### src/rtl/mm_pkg.sv
// Purpose: shared UART receive state, timing and command constants.
// Latency: not applicable; this package holds declarations only.
// Backpressure: not applicable; the receiver has no flow control.
package mm_pkg;

  // Clock cycles per bit at 100 MHz / 115200 baud. The transmitter uses the same value.
  localparam int UART_BIT_CNT = 868;

  typedef enum logic [2:0] {
    ST_IDLE  = 3'd0,
    ST_START = 3'd1,
    ST_DATA  = 3'd2,
    ST_STOP  = 3'd3,
    ST_BREAK = 3'd4
  } uart_rx_state_t;

  // Result selection requested by the PC. The digit '0'..'3' selects the result directly.
  typedef enum logic [1:0] {
    RSEL_0 = 2'd0,
    RSEL_1 = 2'd1,
    RSEL_2 = 2'd2,
    RSEL_3 = 2'd3
  } result_sel_t;

  // ASCII command bytes.
  localparam logic [7:0] ASCII_0     = 8'h30;
  localparam logic [7:0] ASCII_3     = 8'h33;
  localparam logic [7:0] ASCII_PLUS  = 8'h2B;
  localparam logic [7:0] ASCII_MINUS = 8'h2D;
  localparam logic [7:0] ASCII_E_UC  = 8'h45;
  localparam logic [7:0] ASCII_E_LC  = 8'h65;
  localparam logic [7:0] ASCII_D_UC  = 8'h44;
  localparam logic [7:0] ASCII_D_LC  = 8'h64;

  // Returns true for the selection digits '0'..'3'.
  function automatic logic is_sel_digit(input logic [7:0] b);
    return (b >= ASCII_0) && (b <= ASCII_3);
  endfunction

endpackage

### src/rtl/uart_rx_core.sv
// Purpose: bit-level 8N1 UART receiver. It contains the synchronizer, the FSM and the shift register.
// Latency: data_valid_o and frame_err_o rise one clock after the stop-bit sample.
// Backpressure: none. Each byte is presented once and is lost if nobody takes it.
module uart_rx_core
  import mm_pkg::*;
#(
  parameter int BIT_CNT     = UART_BIT_CNT,
  parameter int SYNC_STAGES = 2
) (
  input  logic       clk,
  input  logic       rst_n,
  input  logic       rxd_i,
  input  logic       clr_i,
  output logic [7:0] data_o,
  output logic       data_valid_o,
  output logic       frame_err_o,
  output logic       busy_o,
  output logic       load_o,
  output logic [7:0] load_byte_o
);

  localparam int CW = (BIT_CNT > 1) ? $clog2(BIT_CNT) : 1;
  localparam logic [CW-1:0] CNT_LAST = CW'(BIT_CNT - 1);
  localparam logic [CW-1:0] CNT_HALF = CW'(BIT_CNT / 2 - 1);
  localparam logic [CW-1:0] CNT_ONE  = CW'(1);

  logic [SYNC_STAGES-1:0] r_sync;
  uart_rx_state_t         r_state;
  logic [CW-1:0]          r_cnt;
  logic [2:0]             r_bit_idx;
  logic [7:0]             r_shift;
  logic [7:0]             r_data;
  logic                   r_valid;
  logic                   r_ferr;

  logic w_rxd;
  logic w_bit_done;
  logic w_half_done;

  // Shift the asynchronous line through the synchronizer. It resets to idle-high so that reset creates no false start edge.
  always_ff @(posedge clk or negedge rst_n) begin
    if (!rst_n) begin
      r_sync <= '1;
    end else begin
      r_sync[0] <= rxd_i;
      for (int i = 1; i < SYNC_STAGES; i++) begin
        r_sync[i] <= r_sync[i-1];
      end
    end
  end

  assign w_rxd       = r_sync[SYNC_STAGES-1];
  assign w_bit_done  = (r_cnt == CNT_LAST);
  assign w_half_done = (r_cnt == CNT_HALF);

  // Load strobe for a good stop bit. The command decoder uses it so that its outputs line up with data_valid_o.
  always_comb begin
    load_o = 1'b0;
    if (!clr_i && (r_state == ST_STOP) && w_bit_done && w_rxd) begin
      load_o = 1'b1;
    end
  end

  assign load_byte_o = r_shift;

  // Receive FSM. It finds the start edge, samples each bit mid-bit, checks the stop bit and waits out break conditions.
  always_ff @(posedge clk or negedge rst_n) begin
    if (!rst_n) begin
      r_state   <= ST_IDLE;
      r_cnt     <= '0;
      r_bit_idx <= '0;
      r_shift   <= '0;
      r_data    <= '0;
      r_valid   <= 1'b0;
      r_ferr    <= 1'b0;
    end else begin
      r_valid <= 1'b0;
      r_ferr  <= 1'b0;
      if (clr_i) begin
        // Abort any frame in progress. r_data keeps the last good byte.
        r_state   <= ST_IDLE;
        r_cnt     <= '0;
        r_bit_idx <= '0;
        r_shift   <= '0;
      end else begin
        case (r_state)
          ST_IDLE: begin
            r_cnt     <= '0;
            r_bit_idx <= '0;
            if (!w_rxd) begin
              r_state <= ST_START;
            end
          end
          ST_START: begin
            if (w_half_done) begin
              r_cnt <= '0;
              // A line that is high again at mid start bit was a glitch.
              r_state <= w_rxd ? ST_IDLE : ST_DATA;
            end else begin
              r_cnt <= r_cnt + CNT_ONE;
            end
          end
          ST_DATA: begin
            if (w_bit_done) begin
              r_cnt     <= '0;
              r_shift   <= {w_rxd, r_shift[7:1]};
              r_bit_idx <= r_bit_idx + 3'd1;
              if (r_bit_idx == 3'd7) begin
                r_state <= ST_STOP;
              end
            end else begin
              r_cnt <= r_cnt + CNT_ONE;
            end
          end
          ST_STOP: begin
            if (w_bit_done) begin
              r_cnt <= '0;
              if (w_rxd) begin
                r_state <= ST_IDLE;
                r_data  <= r_shift;
                r_valid <= 1'b1;
              end else begin
                r_state <= ST_BREAK;
                r_ferr  <= 1'b1;
              end
            end else begin
              r_cnt <= r_cnt + CNT_ONE;
            end
          end
          ST_BREAK: begin
            // A line held low must not be taken as a new start edge until it has gone idle.
            r_cnt <= '0;
            if (w_rxd) begin
              r_state <= ST_IDLE;
            end
          end
          default: begin
            r_state <= ST_IDLE;
            r_cnt   <= '0;
          end
        endcase
      end
    end
  end

  assign data_o       = r_data;
  assign data_valid_o = r_valid;
  assign frame_err_o  = r_ferr;
  assign busy_o       = (r_state != ST_IDLE);

endmodule

### src/rtl/uart_rx_cmd.sv
// Purpose: UART receiver with an ASCII command decoder for result select, dimming and report enable.
// Latency: command outputs update in the same cycle as data_valid_o, one clock after the stop-bit sample.
// Backpressure: none. Commands take effect immediately, and unknown bytes are dropped.
module uart_rx_cmd
  import mm_pkg::*;
#(
  parameter int BIT_CNT     = UART_BIT_CNT,
  parameter int SYNC_STAGES = 2
) (
  input  logic       clk,
  input  logic       rst_n,
  input  logic       rxd_i,
  input  logic       clr_i,
  output logic [7:0] data_o,
  output logic       data_valid_o,
  output logic       frame_err_o,
  output logic       busy_o,
  output logic [1:0] cmd_sel_o,
  output logic       cmd_sel_update_o,
  output logic       cmd_dim_up_pls_o,
  output logic       cmd_dim_dwn_pls_o,
  output logic       cmd_uart_en_o
);

  logic       w_load;
  logic [7:0] w_load_byte;

  result_sel_t r_cmd_sel;
  logic        r_sel_upd;
  logic        r_dim_up;
  logic        r_dim_dwn;
  logic        r_uart_en;

  uart_rx_core #(
    .BIT_CNT     (BIT_CNT),
    .SYNC_STAGES (SYNC_STAGES)
  ) u_core (
    .clk          (clk),
    .rst_n        (rst_n),
    .rxd_i        (rxd_i),
    .clr_i        (clr_i),
    .data_o       (data_o),
    .data_valid_o (data_valid_o),
    .frame_err_o  (frame_err_o),
    .busy_o       (busy_o),
    .load_o       (w_load),
    .load_byte_o  (w_load_byte)
  );

  // Decode the byte on the core's load strobe so that the registered command outputs appear with data_valid_o.
  always_ff @(posedge clk or negedge rst_n) begin
    if (!rst_n) begin
      r_cmd_sel <= RSEL_0;
      r_sel_upd <= 1'b0;
      r_dim_up  <= 1'b0;
      r_dim_dwn <= 1'b0;
      r_uart_en <= 1'b0;
    end else begin
      r_sel_upd <= 1'b0;
      r_dim_up  <= 1'b0;
      r_dim_dwn <= 1'b0;
      if (w_load) begin
        if (is_sel_digit(w_load_byte)) begin
          r_cmd_sel <= result_sel_t'(w_load_byte[1:0]);
          r_sel_upd <= 1'b1;
        end else if (w_load_byte == ASCII_PLUS) begin
          r_dim_up <= 1'b1;
        end else if (w_load_byte == ASCII_MINUS) begin
          r_dim_dwn <= 1'b1;
        end else if ((w_load_byte == ASCII_E_UC) || (w_load_byte == ASCII_E_LC)) begin
          r_uart_en <= 1'b1;
        end else if ((w_load_byte == ASCII_D_UC) || (w_load_byte == ASCII_D_LC)) begin
          r_uart_en <= 1'b0;
        end
      end
    end
  end

  assign cmd_sel_o         = r_cmd_sel;
  assign cmd_sel_update_o  = r_sel_upd;
  assign cmd_dim_up_pls_o  = r_dim_up;
  assign cmd_dim_dwn_pls_o = r_dim_dwn;
  assign cmd_uart_en_o     = r_uart_en;

endmodule

### config.mk
export PLATFORM = sky130hd
export DESIGN_NAME = uart_rx_cmd
export DESIGN_NICKNAME = d
export VERILOG_FILES = /design/src/rtl/mm_pkg.sv /design/src/rtl/uart_rx_core.sv /design/src/rtl/uart_rx_cmd.sv
export SDC_FILE = /design/constraint.sdc
export NUM_CORES = 1
export LEC_CHECK = 0
export CORE_UTILIZATION = 50
export DETAILED_ROUTE_END_ITERATION = 16
export GPL_ROUTABILITY_DRIVEN = 0
export PLACE_DENSITY = 0.79
export SLEW_MARGIN = 0
export SYNTH_ARGS = -nofsm -noshare
export SYNTH_HDL_FRONTEND = slang
export SYNTH_SLANG_ARGS = --single-unit
### constraint.sdc
create_clock -name clk -period 2.05 [get_ports clk]
set_input_delay 0.205 -clock clk [delete_from_list [all_inputs] [get_ports clk]]
set_output_delay 0.205 -clock clk [all_outputs]
set_load 0.03 [all_outputs]
# ---- Word level (Yosys, flattened, before mapping)
# Index checks and enable logic that the tools add are counted.
dict set report totals {
  regBits 42
  inputBits 4
  out_inout_bits 17
  elab_cells 100
}
dict set report classes {
  add_sub_neg 2
  magnitude_cmp 2
  eq_ne 19
  mux 40
  bitwise 4
  n_reduce_logical 20
}
# operator count
set op_table {}
lappend op_table {{equality test 8 x 7 -> 1 bit (second input constant)} 4}
lappend op_table {{2-to-1 mux 10 bit} 3}
lappend op_table {{2-to-1 mux 3 bit} 10}
lappend op_table {{2-to-1 mux 8 bit} 3}
lappend op_table {{2-to-1 mux 1 bit} 20}
lappend op_table {{one-hot mux 10 bit (2 select lines)} 1}
lappend op_table {{equality test 8 x 6 -> 1 bit (second input constant)} 2}
lappend op_table {{!= test 3 x 2 -> 1 bit (second input constant)} 5}
lappend op_table {{one-hot mux 3 bit (5 select lines)} 1}
lappend op_table {{adder 10 x 1 -> 10 bit (second input constant)} 1}
lappend op_table {{equality test 10 bit (second input constant)} 1}
lappend op_table {{equality test 10 x 9 -> 1 bit (second input constant)} 1}
lappend op_table {{>= comparator 8 x 6 -> 1 bit (second input constant)} 1}
lappend op_table {{less-or-equal comparator 8 x 6 -> 1 bit (second input constant)} 1}
lappend op_table {{equality test 3 x 2 -> 1 bit (second input constant)} 2}
lappend op_table {{equality test 3 bit (second input constant)} 2}
lappend op_table {{one-hot mux 3 bit (2 select lines)} 1}
lappend op_table {{AND reduction 2 bit} 3}
lappend op_table {{AND reduction 6 bit} 1}
lappend op_table {{nonzero test 2 bit} 3}
lappend op_table {{nonzero test 3 bit} 2}
lappend op_table {{AND reduction 5 bit} 1}
lappend op_table {{logical AND 1 bit} 4}
lappend op_table {{inverter 1 bit} 4}
lappend op_table {{other kinds (9)} 10}

# ---- Logic depth before layout (Yosys ltp)
dict set report logic_depth {
  word_depth 6
  ltp_mapped 6
  depth_no_buf 6
}

# ---- Cells and area by module
# From an unflattened synthesis, not the netlist that was laid out.
dict set report unflattened {
  hier_cells 165
  hier_area_um2 1950.6
}
# mod n_inst cells_per_inst area_per_inst_um2 seq_area_each_um2
set modules_own_cells {}
lappend modules_own_cells {uart_rx_core 1 146 1694.1 903.4}
lappend modules_own_cells {uart_rx_cmd 1 19 256.5 150.1}

# ---- Worst setup path before layout
# OpenSTA, ideal clock, no wires.
dict set report synth_timing {
  path_type {reg-to-reg}
  from {reg u_core.r_cnt[0]}
  to {reg r_cmd_sel[0] (netlist: cmd_sel_o[0])}
  t_arrival_ps 1522
  required_ps 1925
  setup_slack_ps 403
  stages_incl_launch_ff 6
  n_path_buf 0
  period_less_slack_ps 1647
  cell_sequence {dfrtp_1 > ha_1 > and4bb_2 > nand4_4 > nor2_2 > mux2_2}
}
dict set report synth_via {
  elab_chain_cells 5
}
# item line
set synth_lines {}
lappend synth_lines {{from (decl)} uart_rx_core.sv:29} ;# logic [CW-1:0] r_cnt;
lappend synth_lines {{from (signal assigned)} uart_rx_core.sv:100} ;# r_cnt <= r_cnt + CNT_ONE;
lappend synth_lines {{from (signal assigned)} uart_rx_core.sv:112} ;# r_cnt <= r_cnt + CNT_ONE;
lappend synth_lines {{from (signal assigned)} uart_rx_core.sv:127} ;# r_cnt <= r_cnt + CNT_ONE;
lappend synth_lines {{equality test 10 bit} uart_rx_core.sv:53} ;# assign w_bit_done = (r_cnt == CNT_LAST);
lappend synth_lines {{logical AND 1 bit (2 in series)} uart_rx_core.sv:59} ;# if (!clr_i && (r_state == ST_STOP) && w_bit_done && w_rxd) begin
lappend synth_lines {{2-to-1 mux 1 bit} uart_rx_core.sv:59}
lappend synth_lines {{AND reduction 2 bit (no source line)} --}
lappend synth_lines {{to (signal assigned)} uart_rx_cmd.sv:64} ;# r_cmd_sel <= result_sel_t'(w_load_byte[1:0]);
lappend synth_lines {{to (decl)} uart_rx_cmd.sv:28} ;# result_sel_t r_cmd_sel;
# No other way between the ends.
# A chain may end at the register's enable or synchronous reset.

# ---- Final worst setup path
dict set report layout_timing {
  from {reg u_core.r_state[2]}
  to {out busy_o}
}
dict set report layout_via {
  elab_chain_cells 1
}
# item line
set layout_lines {}
lappend layout_lines {{from (decl)} uart_rx_core.sv:28} ;# uart_rx_state_t r_state;
lappend layout_lines {{from (signal assigned)} uart_rx_core.sv:98} ;# r_state <= w_rxd ? ST_IDLE : ST_DATA;
lappend layout_lines {{nonzero test 3 bit} uart_rx_core.sv:149} ;# assign busy_o = (r_state != ST_IDLE);
lappend layout_lines {{to (decl)} uart_rx_cmd.sv:17} ;# output logic busy_o,
# No other way between the ends.

==> run metrics <==
CP required=1.85 ns; design area=0.002355 sq mm; status=finished, final reports clean; Final Hold Viols=0; crit path max fanout=10; row count=22; clock latency on the worst-skew pair=0.30 ns; worst hold path class=in2async; kind of critical path=reg2out; Top FF cell, synth=dfrtp_1; Port Buf Inserts=20; placed cell area=0.002220 sq mm; DP Worst Slack=0.1354 ns; Syn Inst Count=170; Yosys top cell area share=51.02%; final core utilization=63.37%; Max Cap Viol=0; Final Critical Period=1.977 ns; starting density of the core=52.79%; critical path capture point type=output pin; post-synthesis sequential area ratio=53.70%; layout cells sized above 1=19.29%; max-slew violations=0; vias after detailed routing=1372; RSZ-0062 raised after global routing=no; Ant. Diodes=0; final setup fails=0; setup tns final=0 ns; CTS max path bufs=2; worst slew pin tran=0.4758 ns; drt initial violations=147; CTS Sinks=42; gr ovfl total=0; flops & latches, synth=42; CTS HTree Levels=2; WL final=3.591 mm; Post-synth EDFFs=0; vias per cell=5.600; largest net degree at the start of global routing=19; Detailed Routing Iterations Pass 1=4; post-synth top area cell=dfrtp_1; All-Layer GR Usage=19.98%; CORE AREA=0.003716 sq mm; Leak Pwr=1.077 nW; TritonCTS Buffers=5; Syn-to-layout area delta=20.03%; Async S/R FF share, synth=100.0%; most frequent cells after synthesis=dfrtp_1 (40), nor2_1 (26), mux2_2 (11); Startpoint Class=flip-flop; I/O pin count=21; WHS=0.2679 ns; PnR worst setup slack=0.07271 ns; Mapped Nets=178; Ys Warns=0; Max rail drop VDD=376.7 uV; Synth area leaders=dfrtp_1 (51%), mux2_2 (6.3%), nor2_1 (5.0%); dpl hpwl=2.603 mm; die height=64.64 um; Post-Syn Area per Cell=11.54 sq um; Worst-path clk slew=0.08 ns; CTS tree=built; clk root buf=clkbuf_8; die width=64.64 um; Die ar.=0.004178 sq mm; Fmax=505.7 MHz; first-pass GRT wire length=6.251 mm; Yosys cell types=41; mapped cell area=0.001962 sq mm; P per Cell Area=666.5 mW/mm^2; initial antenna violation count=0; Slew HR=67.83%; drt wl/cell=14.66 um; final net count=204; count leader, synth=dfrtp_1; DR DRC count=0; Final ANT Viol Nets=0; worst path arrival time=1.77 ns; vias in the first global route=1373; Setup Skew=0.008190 ns; Final Cycle Share=96.45%
## power by group
| group | switching (mW) | internal [mW] | total (mW) |
|---|---|---|---|
| Sequential | 0.0107 | 0.837 | 0.847 |
| Clock | 0.282 | 0.365 | 0.647 |
| Combinational | 0.0486 | 0.0265 | 0.0752 |
| Total | 0.342 | 1.23 | 1.57 |
## placed cells by master, fill, tap and decap left out, types with 2 or more instances in the layout
| cell | n |
|---|---|
| dfrtp_1 | 40 |
| nor2_1 | 26 |
| clkdlybuf4s50_1 | 19 |
| mux2_2 | 11 |
| nand3_1 | 9 |
| mux2i_1 | 8 |
| xnor2_1 | 6 |
| nand4_1 | 5 |
| nand2_1 | 5 |
| clkbuf_8 | 5 |
| buf_4 | 5 |
| inv_1 | 4 |
| nor3_1 | 4 |
| ha_1 | 4 |
| and4bb_2 | 3 |
| nor4_1 | 3 |
| nand3b_1 | 3 |
| nor3b_1 | 3 |
| o21ai_0 | 3 |
| a31oi_1 | 3 |
| xor2_1 | 2 |
| dfstp_2 | 2 |
## state kept, by name, indices dropped and copies added, names as in the netlist
register / count
cmd_sel_update_o: 1
cmd_dim_up_pls_o: 1
u_core.load_byte_o: 8
u_core.r_sync: 2
u_core.data_valid_o: 1
u_core.frame_err_o: 1
cmd_dim_dwn_pls_o: 1
u_core.r_state: 3
u_core.r_cnt: 10
cmd_uart_en_o: 1
u_core.r_bit_idx: 3
cmd_sel_o: 2
u_core.data_o: 8
## worst paths after layout
check / startpoint / end / slack [ns] / depth (start not counted)
worst max-delay path: u_core.r_state[2] / busy_o / 0.07 / 2
worst min-delay path: rst_n / u_core.r_state[0] / 0.27 / 2
worst min register to register: u_core.r_sync[0] / u_core.r_sync[1] / 0.36 / 0
worst max register to register: u_core.r_cnt[0] / u_core.r_cnt[7] / 0.22 / 5
min in group clk: rxd_i / u_core.r_sync[0] / 0.32 / 1
max in group asynchronous: rst_n / u_core.r_sync[1] / 1.25 / 3
## area by class of cell
class	count	area, sq um
repair buffers	26	242.7
clock buffers	5	68.82
multi-input cells	117	870.8
inverters	4	15.01
fillers	304	1361
well taps	48	60.06
flip-flops and latches	42	1054
clock inverters	3	43.79
## through the flow
stage / total power, mW / cells
6_report: 1.570 / 245
2_1_floorplan: 0.8956 / 170
4_1_cts: 1.582 / 245
3_3_place_gp: 0.9315 / 236
5_1_grt: 1.624 / 245
3_5_place_dp: 0.9359 / 236
## kinds of logic (layout without fill, tap and decap cells)
family	after synthesis	in the layout	share of synthesized area [%]
muxes	19	19	10.40
DFF	42	42	53.70
and+or+nand+nor	74	74	22.77
buffers and inverters	11	38	2.551
adders and majority gates	4	4	2.551
AOI/OAI and AO/OA	12	12	4.465
xor gates and xnor gates	8	8	3.572
## per-layer routing
metal | global-route usage [%] | vias to the layer above | wire length [um]
met1 | 24.62 | 661 | 1604
met2 | 32.89 | 45 | 1756
li1 | - | 661 | -
met4 | 7.500 | 0 | 44
met3 | 6.162 | 5 | 185
met5 | 0 | - | 0
## timing repair
| action | CTS | global route |
|---|---|---|
| endpoints found under the setup margin | 0 | 7 |
| gates resized for setup | 0 | 2 |
| setup buffers | 0 | 0 |
| hold buffers | 1 | 0 |
| endpoints found under the hold margin | 6 | 0 |
## critical path: stages, from the launching register on
cell and delay, ns:
dfrtp_1 0.49, or3_1 0.40, clkdlybuf4s50_1 0.59
Power figures use the tool's default switching activity.
